<file path="config.mk">
export PLATFORM = sky130hd
export DESIGN_NAME = divisor_mantisa
export DESIGN_NICKNAME = d
export VERILOG_FILES = /design/src/rtl/div_pkg.sv /design/src/rtl/div_paso.sv /design/src/rtl/divisor_mantisa.sv
export SDC_FILE = /design/constraint.sdc
export NUM_CORES = 1
export LEC_CHECK = 0
export ABC_CLOCK_PERIOD_IN_PS = 3700
export BUFFER_PORTS_ARGS = -buffer_cell sky130_fd_sc_hd__buf_2
export CORE_ASPECT_RATIO = 1.75
export CORE_MARGIN = 2
export CORE_UTILIZATION = 28
export CTS_CLUSTER_DIAMETER = 30
export DETAILED_ROUTE_END_ITERATION = 8
export PLACE_DENSITY_LB_ADDON = 0.25
export SYNTH_ARGS = -nofsm -noshare
export SYNTH_HDL_FRONTEND = slang
export SYNTH_SLANG_ARGS = --single-unit
</file>
<file path="constraint.sdc">
create_clock -name clk -period 3.7 [get_ports clk]
set_input_delay 0.37 -clock clk [delete_from_list [all_inputs] [get_ports clk]]
set_output_delay 0.37 -clock clk [all_outputs]
set_load 0.02 [all_outputs]
</file>
<file path="src/rtl/div_pkg.sv">
// -----------------------------------------------------------------------------
// div_pkg
// Shared definitions for the mantissa divide path.
//   - FSM state encoding of the sequential mantissa divider
//   - default operand / quotient geometry, shared with the mantissa multiplier
//   - saturation pattern returned on divide-by-zero and quotient overflow
// No ports: package only.
// -----------------------------------------------------------------------------
package div_pkg;

  // Default geometry: 24-bit mantissas in, Q1.31 quotient out.
  localparam int DEF_WIDTH_IN  = 24;
  localparam int DEF_WIDTH_OUT = 32;
  localparam int DEF_FRAC      = 31;

  // Saturation value. Kept wide so any quotient width up to 64 bits can
  // take its low slice.
  localparam logic [63:0] SAT_ONES = '1;

  typedef enum logic [1:0] {
    ST_IDLE = 2'd0,
    ST_CALC = 2'd1,
    ST_FIN  = 2'd2
  } state_e;

endpackage : div_pkg

</file>
<file path="src/rtl/div_paso.sv">
// -----------------------------------------------------------------------------
// div_paso
// One combinational restoring-division step: shift the next numerator bit into
// the partial remainder, trial-subtract the divisor and keep the difference
// when it does not go negative.
// Ports:
//   rem_i  partial remainder entering the step (always < div_i)
//   bit_i  next numerator bit, shifted into the remainder LSB
//   div_i  divisor
//   rem_o  partial remainder leaving the step (always < div_i)
//   q_o    quotient bit produced by this step
// -----------------------------------------------------------------------------
module div_paso
  import div_pkg::*;
#(
  parameter int WIDTH_IN = DEF_WIDTH_IN
) (
  input  logic [WIDTH_IN-1:0] rem_i,
  input  logic                bit_i,
  input  logic [WIDTH_IN-1:0] div_i,
  output logic [WIDTH_IN-1:0] rem_o,
  output logic                q_o
);

  // The shifted remainder needs one extra bit: rem_i < div_i < 2^WIDTH_IN,
  // so 2*rem_i + 1 < 2^(WIDTH_IN+1) and no carry is lost.
  logic [WIDTH_IN:0]   trial;
  logic [WIDTH_IN-1:0] diff;

  // NOTE: every signal written in an always_comb gets a value on every path
  // (here unconditionally), otherwise synthesis infers a latch.
  always_comb begin
    trial = {rem_i, bit_i};
    q_o   = (trial >= {1'b0, div_i});
    // When the subtraction is kept the true difference is below div_i, so the
    // modulo-2^WIDTH_IN difference of the low bits is already exact.
    diff  = trial[WIDTH_IN-1:0] - div_i;
    rem_o = q_o ? diff : trial[WIDTH_IN-1:0];
  end

endmodule : div_paso

</file>
<file path="src/rtl/divisor_mantisa.sv">
// -----------------------------------------------------------------------------
// divisor_mantisa
// Sequential restoring divider for floating-point mantissas. Computes
//   out = floor(in1 * 2^FRAC / in2)
// one quotient bit per clock, MSB first, as a Q(WIDTH_OUT-FRAC).FRAC value.
// Exponent handling and normalisation live outside this block.
//
// Optional feature (macro DIVISOR_MANTISA_STICKY_EN): adds the `sticky` output,
// set when the final remainder is non-zero (and on both saturating fast
// paths), for round-to-nearest-even downstream.
//
// Ports:
//   clk       rising-edge clock
//   rst       synchronous active-high reset; aborts any operation in flight
//   start     operation request, only looked at while idle
//   in1/in2   dividend / divisor, captured on the accepting edge
//   out       quotient (all ones on divide-by-zero or overflow)
//   busy      high from the accepting edge until the block is idle again
//   done      one-cycle pulse; out and flags valid from this cycle on
//   div_zero  in2 was zero
//   ovf       true quotient does not fit in WIDTH_OUT bits
//   sticky    (optional) inexact result
// Timing: normal path done is high WIDTH_OUT+1 edges after the accepting edge,
// fast paths one edge after it. Results hold until the next accepted start.
// -----------------------------------------------------------------------------
module divisor_mantisa
  import div_pkg::*;
#(
  parameter int WIDTH_IN  = DEF_WIDTH_IN,
  parameter int WIDTH_OUT = DEF_WIDTH_OUT,
  parameter int FRAC      = DEF_FRAC
) (
  input  logic                 clk,
  input  logic                 rst,
  input  logic                 start,
  input  logic [WIDTH_IN-1:0]  in1,
  input  logic [WIDTH_IN-1:0]  in2,
  output logic [WIDTH_OUT-1:0] out,
  output logic                 busy,
  output logic                 done,
  output logic                 div_zero,
  output logic                 ovf
`ifdef DIVISOR_MANTISA_STICKY_EN
  ,
  output logic                 sticky
`endif
);

  // Integer bits of the quotient. FRAC < WIDTH_OUT keeps this at least 1.
  localparam int INT_BITS = WIDTH_OUT - FRAC;
  localparam int CNT_W    = $clog2(WIDTH_OUT);
  localparam logic [CNT_W-1:0] LAST_STEP = CNT_W'(WIDTH_OUT - 1);

  // ---------------------------------------------------------------------------
  // State
  // ---------------------------------------------------------------------------
  state_e               state_q, state_d;
  logic [CNT_W-1:0]     cnt_q, cnt_d;
  logic [WIDTH_OUT-1:0] out_q, out_d;
  logic                 busy_q, busy_d;
  logic                 done_q, done_d;
  logic                 div_zero_q, div_zero_d;
  logic                 ovf_q, ovf_d;
`ifdef DIVISOR_MANTISA_STICKY_EN
  logic                 sticky_q, sticky_d;
`endif

  // Datapath registers: partial remainder, numerator bits still to be shifted
  // in (left-aligned), and the captured divisor.
  logic [WIDTH_IN-1:0]  rem_q, rem_d;
  logic [WIDTH_IN-1:0]  num_q, num_d;
  logic [WIDTH_IN-1:0]  dvs_q, dvs_d;

  // ---------------------------------------------------------------------------
  // Request classification (only meaningful in IDLE)
  // ---------------------------------------------------------------------------
  logic                         in2_zero;
  logic                         ovf_hit;
  logic [WIDTH_IN+INT_BITS-1:0] in1_ext;
  logic [WIDTH_IN+INT_BITS-1:0] ovf_limit;
  logic                         last_step;

  assign in2_zero  = (in2 == '0);
  // The quotient reaches 2^WIDTH_OUT exactly when in1 >= in2 * 2^INT_BITS.
  assign in1_ext   = {{INT_BITS{1'b0}}, in1};
  assign ovf_limit = {in2, {INT_BITS{1'b0}}};
  assign ovf_hit   = (in1_ext >= ovf_limit);
  assign last_step = (cnt_q == LAST_STEP);

  // ---------------------------------------------------------------------------
  // Single trial-subtract step, reused on every CALC cycle
  // ---------------------------------------------------------------------------
  logic [WIDTH_IN-1:0] step_rem;
  logic                step_bit;

  div_paso #(
    .WIDTH_IN (WIDTH_IN)
  ) u_paso (
    .rem_i (rem_q),
    .bit_i (num_q[WIDTH_IN-1]),
    .div_i (dvs_q),
    .rem_o (step_rem),
    .q_o   (step_bit)
  );

  // ---------------------------------------------------------------------------
  // FSM process 1: state and control/result registers
  // ---------------------------------------------------------------------------
  // NOTE: sequential blocks use non-blocking assignments only, so every flop
  // samples the pre-edge value of every other flop regardless of order.
  always_ff @(posedge clk) begin
    if (rst) begin
      state_q    <= ST_IDLE;
      cnt_q      <= '0;
      out_q      <= '0;
      busy_q     <= 1'b0;
      done_q     <= 1'b0;
      div_zero_q <= 1'b0;
      ovf_q      <= 1'b0;
`ifdef DIVISOR_MANTISA_STICKY_EN
      sticky_q   <= 1'b0;
`endif
    end else begin
      state_q    <= state_d;
      cnt_q      <= cnt_d;
      out_q      <= out_d;
      busy_q     <= busy_d;
      done_q     <= done_d;
      div_zero_q <= div_zero_d;
      ovf_q      <= ovf_d;
`ifdef DIVISOR_MANTISA_STICKY_EN
      sticky_q   <= sticky_d;
`endif
    end
  end

  // NOTE: the datapath registers carry no reset; they are always reloaded on
  // the accepting edge before being read, so a reset would only cost routing.
  always_ff @(posedge clk) begin
    rem_q <= rem_d;
    num_q <= num_d;
    dvs_q <= dvs_d;
  end

  // ---------------------------------------------------------------------------
  // FSM process 2: next state
  // ---------------------------------------------------------------------------
  always_comb begin
    state_d = state_q;
    unique case (state_q)
      ST_IDLE: begin
        if (start) begin
          state_d = (in2_zero || ovf_hit) ? ST_FIN : ST_CALC;
        end
      end
      ST_CALC: begin
        if (last_step) begin
          state_d = ST_FIN;
        end
      end
      ST_FIN:  state_d = ST_IDLE;
      default: state_d = ST_IDLE;
    endcase
  end

  // ---------------------------------------------------------------------------
  // FSM process 3: outputs and datapath updates
  // ---------------------------------------------------------------------------
  always_comb begin
    cnt_d      = cnt_q;
    out_d      = out_q;
    busy_d     = busy_q;
    div_zero_d = div_zero_q;
    ovf_d      = ovf_q;
    rem_d      = rem_q;
    num_d      = num_q;
    dvs_d      = dvs_q;
`ifdef DIVISOR_MANTISA_STICKY_EN
    sticky_d   = sticky_q;
`endif
    // done is registered from FIN, so it rises the edge after FIN is entered
    // and lasts exactly one cycle.
    done_d     = (state_q == ST_FIN);

    unique case (state_q)
      ST_IDLE: begin
        // busy falls on the first idle edge after the done pulse.
        busy_d = 1'b0;
        if (start) begin
          busy_d     = 1'b1;
          div_zero_d = 1'b0;
          ovf_d      = 1'b0;
`ifdef DIVISOR_MANTISA_STICKY_EN
          sticky_d   = 1'b0;
`endif
          if (in2_zero) begin
            // Zero divisor wins over overflow.
            out_d      = SAT_ONES[WIDTH_OUT-1:0];
            div_zero_d = 1'b1;
`ifdef DIVISOR_MANTISA_STICKY_EN
            sticky_d   = 1'b1;
`endif
          end else if (ovf_hit) begin
            out_d    = SAT_ONES[WIDTH_OUT-1:0];
            ovf_d    = 1'b1;
`ifdef DIVISOR_MANTISA_STICKY_EN
            sticky_d = 1'b1;
`endif
          end else begin
            // Numerator is in1 * 2^FRAC. Its bits above the quotient window
            // seed the remainder; the low INT_BITS of in1 are shifted in
            // first, followed by zeros.
            out_d = '0;
            cnt_d = '0;
            rem_d = in1 >> INT_BITS;
            num_d = in1 << (WIDTH_IN - INT_BITS);
            dvs_d = in2;
          end
        end
      end

      ST_CALC: begin
        rem_d = step_rem;
        num_d = {num_q[WIDTH_IN-2:0], 1'b0};
        out_d = {out_q[WIDTH_OUT-2:0], step_bit};
        cnt_d = cnt_q + CNT_W'(1);
`ifdef DIVISOR_MANTISA_STICKY_EN
        if (last_step) begin
          sticky_d = (step_rem != '0);
        end
`endif
      end

      default: ;
    endcase
  end

  assign out      = out_q;
  assign busy     = busy_q;
  assign done     = done_q;
  assign div_zero = div_zero_q;
  assign ovf      = ovf_q;
`ifdef DIVISOR_MANTISA_STICKY_EN
  assign sticky   = sticky_q;
`endif

endmodule : divisor_mantisa

</file>
==> results of run 1 <==
-- area by class of cell --
| cell class | count | area [µm²] | share of cell area |
|---|---|---|---|
| clock buffer | 10 | 250 | 0.0377 |
| timing repair buffer | 94 | 490 | 0.0738 |
| clock inverter | 6 | 73.8 | 0.0111 |
| inverter | 57 | 214 | 0.0322 |
| multi-input combinational | 424 | 2980 | 0.448 |
| tap | 245 | 307 | 0.0461 |
| sequential | 92 | 2330 | 0.351 |
-- cells by family (layout without fill, tap and decap cells) --
family / after synthesis / in the layout / synth area share
compound gates: 198 / 198 / 0.231
xor+xnor: 17 / 17 / 0.0264
buf+inv: 85 / 167 / 0.0609
mux: 17 / 17 / 0.0304
fa+ha+maj: 50 / 50 / 0.112
simple gates: 142 / 142 / 0.125
flops: 92 / 92 / 0.414
-- power by group through the flow --
stage               logic, mW  clock network, mW  registers (mW)
finish                   1.03               1.02            1.25
global route             1.16               1.08            1.26
CTS                      1.04               1.04            1.25
detailed placement       1.04                  0            1.27
global placement         1.04                  0            1.27
floorplan               0.737                  0            1.28
-- placed cells by master, fill, tap and decap left out, types with 6 or more instances in the layout --
| cell | instances |
|---|---|
| sky130_fd_sc_hd__and3_1 | 7 |
| sky130_fd_sc_hd__o21ai_1 | 6 |
| sky130_fd_sc_hd__nand2_1 | 44 |
| sky130_fd_sc_hd__buf_2 | 86 |
| sky130_fd_sc_hd__nor3_1 | 7 |
| sky130_fd_sc_hd__ha_1 | 49 |
| sky130_fd_sc_hd__nand4_1 | 7 |
| sky130_fd_sc_hd__xor2_1 | 9 |
| sky130_fd_sc_hd__o21ai_0 | 61 |
| sky130_fd_sc_hd__a21oi_1 | 38 |
| sky130_fd_sc_hd__a21o_1 | 11 |
| sky130_fd_sc_hd__edfxtp_1 | 49 |
| sky130_fd_sc_hd__inv_1 | 57 |
| sky130_fd_sc_hd__clkbuf_16 | 10 |
| sky130_fd_sc_hd__nor4_1 | 7 |
| sky130_fd_sc_hd__o211ai_1 | 7 |
| sky130_fd_sc_hd__nand3_1 | 14 |
| sky130_fd_sc_hd__mux2i_1 | 16 |
| sky130_fd_sc_hd__nor2_1 | 24 |
| sky130_fd_sc_hd__buf_4 | 8 |
| sky130_fd_sc_hd__nor2b_1 | 8 |
| sky130_fd_sc_hd__nand2b_1 | 8 |
| sky130_fd_sc_hd__xnor2_1 | 8 |
| sky130_fd_sc_hd__a22oi_1 | 33 |
| sky130_fd_sc_hd__dfxtp_1 | 43 |
-- worst min path at each step --
| stage | startpoint | endpoint | slack, ns | cells after the start |
|---|---|---|---|---|
| after floorplan | cnt_q[3] | cnt_q[3] | 0.44 | 1 |
| after global placement | cnt_q[3] | cnt_q[3] | 0.47 | 1 |
| after detailed placement | cnt_q[3] | cnt_q[3] | 0.46 | 1 |
| after CTS | in2[19] | dvs_q[19] | 0.22 | 1 |
| after global routing | in2[19] | dvs_q[19] | 0.23 | 1 |
| final | in2[19] | dvs_q[19] | 0.24 | 1 |
-- worst reg2reg max path: cells and delay by family (launching register included) --
family                   cells  cell delay (ns)
adder cells (fa/ha/maj)      1             0.39
AO/OA/AOI/OAI                5             0.94
multiplexers                 1             0.28
AND/OR/NAND/NOR              2             0.90
flip-flops                   1             0.41
-- metal layers --
layer | GRT usage | up-vias
met5 | 0 | -
met4 | 0.0670 | 2
met3 | 0.0319 | 26
met2 | 0.306 | 107
met1 | 0.169 | 2263
li1 | - | 2348
-- metrics by stage --
| stage | setup slack, ns | utilization | power [mW] | instances | instance area [µm²] |
|---|---|---|---|---|---|
| 2_1_floorplan | 0.323 | - | 2.02 | 601 | 5630 |
| 3_3_place_gp | 0.383 | 0.320 | 2.31 | 912 | 6320 |
| 3_5_place_dp | 0.335 | 0.320 | 2.31 | 912 | 6320 |
| 4_1_cts | 0.458 | 0.337 | 3.33 | 928 | 6640 |
| 5_1_grt | 0.214 | 0.337 | 3.50 | 928 | 6640 |
| 6_report | 0.485 | 0.337 | 3.30 | 928 | 6640 |
-- state kept, by name, summed over array words and instances (netlist names) --
name	count
num_q	1
state_q	2
busy	1
dvs_q	24
out	32
done	1
ovf	1
cnt_q	5
rem_q	24
div_zero	1
==> reports/metrics.json, run 1 <==
{
  "timing": {
    "period_share": 0.869,
    "rsz_0062_raised_after_global_routing": "false",
    "total_negative_slack_for_setup_checks_ns": 0,
    "relative_slew_margins": 0.358,
    "finalClockSkew_ns": 0.0128,
    "final.hold.worst_slack_ns": 0.236,
    "max_freq_mhz": 311,
    "tightest_slew_ns": 0.961,
    "min_period_ns": 3.21,
    "timing.final.setup_violations": 0,
    "timing.final.max_slew_violations": 0,
    "finalHoldViolCount": 0
  },
  "clock_network": {
    "cts.reportedPaths.clkPinSlew_ns": 0.07,
    "cts_setup_buffers": 0,
    "tritoncts": "built",
    "max-clock-path-buffers": 2,
    "total_clock_buffers_created_by_cts": 9,
    "ctsResizeCount": 0,
    "hold_buffers": 0,
    "htree_levels": 3,
    "clock-root-buffer": "sky130_fd_sc_hd__clkbuf_16",
    "cts_sinks": 92,
    "clkLatencyLatePin_ns": 0.35
  },
  "yosys": {
    "share_of_synthesized_registers_carrying_an_async_set_or_reset": 0,
    "synth_top_area_cell": "sky130_fd_sc_hd__edfxtp_1",
    "yosysUniqueCellTypes": 62,
    "syn-num-nets": 702,
    "synthesis.area_um2": 5630,
    "synth_seq_area_share": 0.414,
    "synthesis.area_per_instance_um2": 9.37,
    "yosys_register_bits": 92,
    "syn-instance-count": 601,
    "yosys_most_used_dff": "sky130_fd_sc_hd__edfxtp_1",
    "netlist_top_cells_area": "sky130_fd_sc_hd__edfxtp_1 (26%), sky130_fd_sc_hd__dfxtp_1 (15%), sky130_fd_sc_hd__ha_1 (11%), sky130_fd_sc_hd__o21ai_0 (5.4%), sky130_fd_sc_hd__a22oi_1 (4.4%)",
    "synth_top_cell_area_share": 0.261,
    "synth.top_cells.by_count": "sky130_fd_sc_hd__o21ai_0 (61), sky130_fd_sc_hd__inv_1 (57), sky130_fd_sc_hd__edfxtp_1 (49), sky130_fd_sc_hd__ha_1 (49), sky130_fd_sc_hd__nand2_1 (44)",
    "yosysWarnings": 0,
    "synth-edff-count": 49,
    "synth_most_common_cell": "sky130_fd_sc_hd__o21ai_0"
  },
  "global_route": {
    "number_of_antenna_violations_at_the_first_check_in_global_routing": 1,
    "first_global_vias": 5087,
    "grt_first_pass_wirelength_um": 26700,
    "track_usage": 0.160,
    "gr-total-overflow": 0,
    "grt_start_max_net_pins": 48
  },
  "worst_setup_path": {
    "critPathBufInv": 0,
    "cp_max_fo": 28,
    "worstPathCellList": "ha_1, a21o_1, a21oi_1, nand2_1, o211ai_4, a211oi_4, nor2_4, mux2i_1, o21ai_0",
    "crit_path_start_kind": "flip-flop",
    "timing.critical_path.to": "rem_q[2]",
    "r2r-end": "rem_q[2]",
    "worst-setup-path-type": "reg2reg",
    "critical_path.max_stage_delay_ns": 0.77,
    "critical_path.top_delay_family": "compound AO/OA/AOI/OAI gates",
    "r2r_cells": 9,
    "worst_path_cell_with_the_longest_stage_delay": "sky130_fd_sc_hd__nor2_4",
    "worstReg2RegStart": "rem_q[5]",
    "crit_required_ns": 3.75,
    "timing.critical_path.from": "rem_q[5]",
    "timing.critical_path.arrival_ns": 3.27,
    "cp_num_cells": 9,
    "timing.reg2reg.setup_slack_ns": 0.49,
    "sort_of_element_at_the_end_of_the_critical_path": "flip-flop"
  },
  "pwr": {
    "comb_power_share": 0.313,
    "peakVddDrop_mv": 0.319,
    "cellLeakagePower_nw": 2.91,
    "power_per_cell_area_nw_per_um2": 497,
    "power.sequential.fraction": 0.379,
    "internal_power_mw": 2.17,
    "switchingPower_mw": 1.14,
    "p_clk_frac": 0.309,
    "power.switching_fraction": 0.344
  },
  "hold_path": {
    "hold_path.class": "in2reg"
  },
  "floorplanning": {
    "core_region_area_um2": 19700,
    "starting_utilization_of_the_core_area": 0.285,
    "height_of_the_die_um": 192,
    "floorplan.rows": 68,
    "area_enclosed_by_the_die_boundary_um2": 21300,
    "die_x_um": 111,
    "pin_count": 87
  },
  "detailed_routing": {
    "post-route-drc-count": 0,
    "wl_per_instance_um": 17.8,
    "met2WireLength_um": 8990,
    "maxUsedRoutingLayer": "met5",
    "drt_first_pass_iters": 4,
    "ant_nets": 0,
    "met1Wirelength_um": 6320,
    "dr_wl_met3_um": 735,
    "drt_first_iter_violations": 211,
    "drt-total-wl_um": 16500,
    "num_vias": 4746,
    "detail_route.vias_per_cell": 5.11
  },
  "finish": {
    "nNetsFinal": 779,
    "num-fill-cells": 2123,
    "area_growth_pct": 17.9,
    "number_of_antenna_repair_diodes": 0,
    "drive_gt1_frac": 0.186
  },
  "status": {
    "status": "complete, no violations"
  },
  "place": {
    "place.gp.congestion": 0.811,
    "detailed_place_hpwl_um": 12800,
    "place.port_buffers": 86
  },
  "run": {
    "drv_cap": 0
  }
}
(Power assumes the default switching activity.)
==> run 2: changes to the inputs <==
- ABC_CLOCK_PERIOD_IN_PS: 3700 -> 2700
- CORE_MARGIN: 2 -> 1
- clock period: 3.7 -> 2.7 ns (I/O delays scaled with it)
==> run 2 against run 1 <==
- final area up 12%
- wire length is 1.2% higher
- first-iteration DRC count down 12%
- worst hold slack lost 0.10 ns
- sequential power rose by 38%
- via count is 5.2% higher
- power increased by 45%
- critical path type unchanged
==> reports/metrics.json, run 2 (synthesis results as in run 1) <==
{
  "status": {
    "status": "complete, no violations"
  },
  "global_route": {
    "first_global_vias": 5080,
    "track_usage": 0.166,
    "grt_first_pass_wirelength_um": 26000,
    "number_of_antenna_violations_at_the_first_check_in_global_routing": 3,
    "grt_start_max_net_pins": 44,
    "gr-total-overflow": 0
  },
  "detailed_routing": {
    "dr_wl_met3_um": 788,
    "drt-total-wl_um": 16700,
    "num_vias": 4991,
    "drt_first_pass_iters": 4,
    "drt_first_iter_violations": 185,
    "wl_per_instance_um": 16.7,
    "met2WireLength_um": 8980,
    "maxUsedRoutingLayer": "met5",
    "ant_nets": 0,
    "met1Wirelength_um": 6270,
    "post-route-drc-count": 0,
    "detail_route.vias_per_cell": 5.00
  },
  "floorplanning": {
    "pin_count": 87,
    "floorplan.rows": 68,
    "area_enclosed_by_the_die_boundary_um2": 20700,
    "height_of_the_die_um": 190,
    "die_x_um": 109,
    "starting_utilization_of_the_core_area": 0.285,
    "core_region_area_um2": 19700
  },
  "timing": {
    "period_share": 0.981,
    "max_freq_mhz": 377,
    "finalHoldViolCount": 0,
    "timing.final.setup_violations": 0,
    "rsz_0062_raised_after_global_routing": "true",
    "relative_slew_margins": 0.614,
    "timing.final.max_slew_violations": 0,
    "tightest_slew_ns": 0.578,
    "total_negative_slack_for_setup_checks_ns": 0,
    "finalClockSkew_ns": 0.0125,
    "min_period_ns": 2.65,
    "worst_slack_ns": 0.0505
  },
  "clock_network": {
    "hold_buffers": 0,
    "max-clock-path-buffers": 2,
    "cts.reportedPaths.clkPinSlew_ns": 0.07,
    "total_clock_buffers_created_by_cts": 9,
    "cts_sinks": 92,
    "clkLatencyLatePin_ns": 0.35,
    "tritoncts": "built",
    "htree_levels": 3,
    "clock-root-buffer": "sky130_fd_sc_hd__clkbuf_16"
  },
  "worst_setup_path": {
    "sort_of_element_at_the_end_of_the_critical_path": "flip-flop",
    "crit_path_start_kind": "flip-flop",
    "worst-setup-path-type": "reg2reg",
    "critPathMostFrequentCell": "sky130_fd_sc_hd__buf_4",
    "worst_path_cell_with_the_longest_stage_delay": "sky130_fd_sc_hd__edfxtp_1",
    "worstPathCellList": "ha_4, nor2b_4, o211ai_1, buf_4, a31oi_4, o211ai_4, a211oi_4, nor2_4, buf_4, clkbuf_16, or2_0, a31oi_1",
    "r2r_cells": 12,
    "critical_path.max_stage_delay_ns": 0.44,
    "timing.critical_path.from": "rem_q[0]",
    "crit_required_ns": 2.89,
    "timing.reg2reg.setup_slack_ns": 0.05,
    "cp_max_fo": 6,
    "r2r-end": "rem_q[0]",
    "worstReg2RegStart": "rem_q[0]",
    "cp_num_cells": 12,
    "critical_path.top_delay_family": "compound AO/OA/AOI/OAI gates",
    "timing.critical_path.to": "rem_q[0]",
    "timing.critical_path.arrival_ns": 2.84,
    "critPathBufInv": 3
  },
  "run": {
    "drv_cap": 0
  },
  "pwr": {
    "comb_power_share": 0.389,
    "cellLeakagePower_nw": 3.29,
    "p_clk_frac": 0.251,
    "internal_power_mw": 3.15,
    "peakVddDrop_mv": 0.318,
    "power.switching_fraction": 0.340,
    "power_per_cell_area_nw_per_um2": 643,
    "power.sequential.fraction": 0.360,
    "switchingPower_mw": 1.63
  },
  "place": {
    "place.port_buffers": 86,
    "place.gp.congestion": 0.876,
    "detailed_place_hpwl_um": 13200,
    "post-place-ws_ns": -0.148
  },
  "finish": {
    "area_growth_pct": 31.9,
    "most_common_library_cell_in_the_layout_ignoring_fill_and_taps": "sky130_fd_sc_hd__buf_2",
    "nNetsFinal": 849,
    "largest_register_ff_count": 32,
    "drive_gt1_frac": 0.296,
    "most-common-layout-cells": "sky130_fd_sc_hd__buf_2 (86), sky130_fd_sc_hd__buf_4 (68), sky130_fd_sc_hd__o21ai_0 (58)",
    "num-fill-cells": 2071,
    "finalCoreUtilization": 0.377
  },
  "hold_path": {
    "hold_path.class": "in2reg"
  }
}
[run 2: worst min path at each step]
stage / start / to / slack [ns] / depth (start not counted)
3_3_place_gp: busy / busy / 0.46 / 2
3_5_place_dp: div_zero / div_zero / 0.47 / 2
4_1_cts: in2[5] / dvs_q[5] / 0.12 / 1
5_1_grt: in2[4] / dvs_q[4] / 0.12 / 1
6_report: in2[5] / dvs_q[5] / 0.13 / 1
2_1_floorplan: in2[0] / dvs_q[0] / 0.37 / 0
[run 2: layout make-up]
type	instances	area, µm²	area share
Antenna cell	1	2.50	0.000337
Clock buffer	10	239	0.0322
Clock inverter	6	38.8	0.00522
Inverter	57	214	0.0288
Multi-Input combinational cell	424	3170	0.427
Sequential cell	92	2330	0.314
Tap cell	245	307	0.0412
Timing Repair Buffer	164	1130	0.152
[run 2: power groups by stage]
stage	Clock [mW]	Combinational, mW	Sequential (mW)
3_3_place_gp	0	1.70	1.74
3_5_place_dp	0	1.69	1.74
5_1_grt	1.29	2.03	1.74
4_1_cts	1.23	1.71	1.71
6_report	1.20	1.86	1.72
2_1_floorplan	0	1.02	1.75
[run 2: worst reg2reg max path: stages, from the launching register on]
cell and delay (ns):
sky130_fd_sc_hd__edfxtp_1 0.44, sky130_fd_sc_hd__ha_4 0.30, sky130_fd_sc_hd__nor2b_4 0.14, sky130_fd_sc_hd__o211ai_1 0.10, sky130_fd_sc_hd__buf_4 0.15, sky130_fd_sc_hd__a31oi_4 0.16
sky130_fd_sc_hd__o211ai_4 0.13, sky130_fd_sc_hd__a211oi_4 0.33, sky130_fd_sc_hd__nor2_4 0.10, sky130_fd_sc_hd__buf_4 0.16, sky130_fd_sc_hd__clkbuf_16 0.15, sky130_fd_sc_hd__or2_0 0.20
sky130_fd_sc_hd__a31oi_1 0.15
[run 2: through the flow]
step	cell area [µm²]	hold slack, ns	instances	total power [mW]
after floorplan	5650	0.369	601	2.77
after global placement	6900	0.463	978	3.44
after detailed placement	6900	0.469	978	3.44
after CTS	7180	0.121	994	4.65
after global routing	7430	0.125	999	5.05
final	7430	0.133	999	4.78
[run 2: routing by layer]
metal | GRT usage | vias to the layer above
li1 | - | 2485
met1 | 0.170 | 2329
met2 | 0.313 | 135
met3 | 0.0353 | 40
met4 | 0.0738 | 2
met5 | 0 | -
[run 2: timing repair]
action / 4_1_cts / 5_1_grt
pin swaps: 0 / 23
endpoints found under the setup margin: 3 / 25
cloned: 0 / 1
setup buffers: 0 / 3
resized for setup: 2 / 39
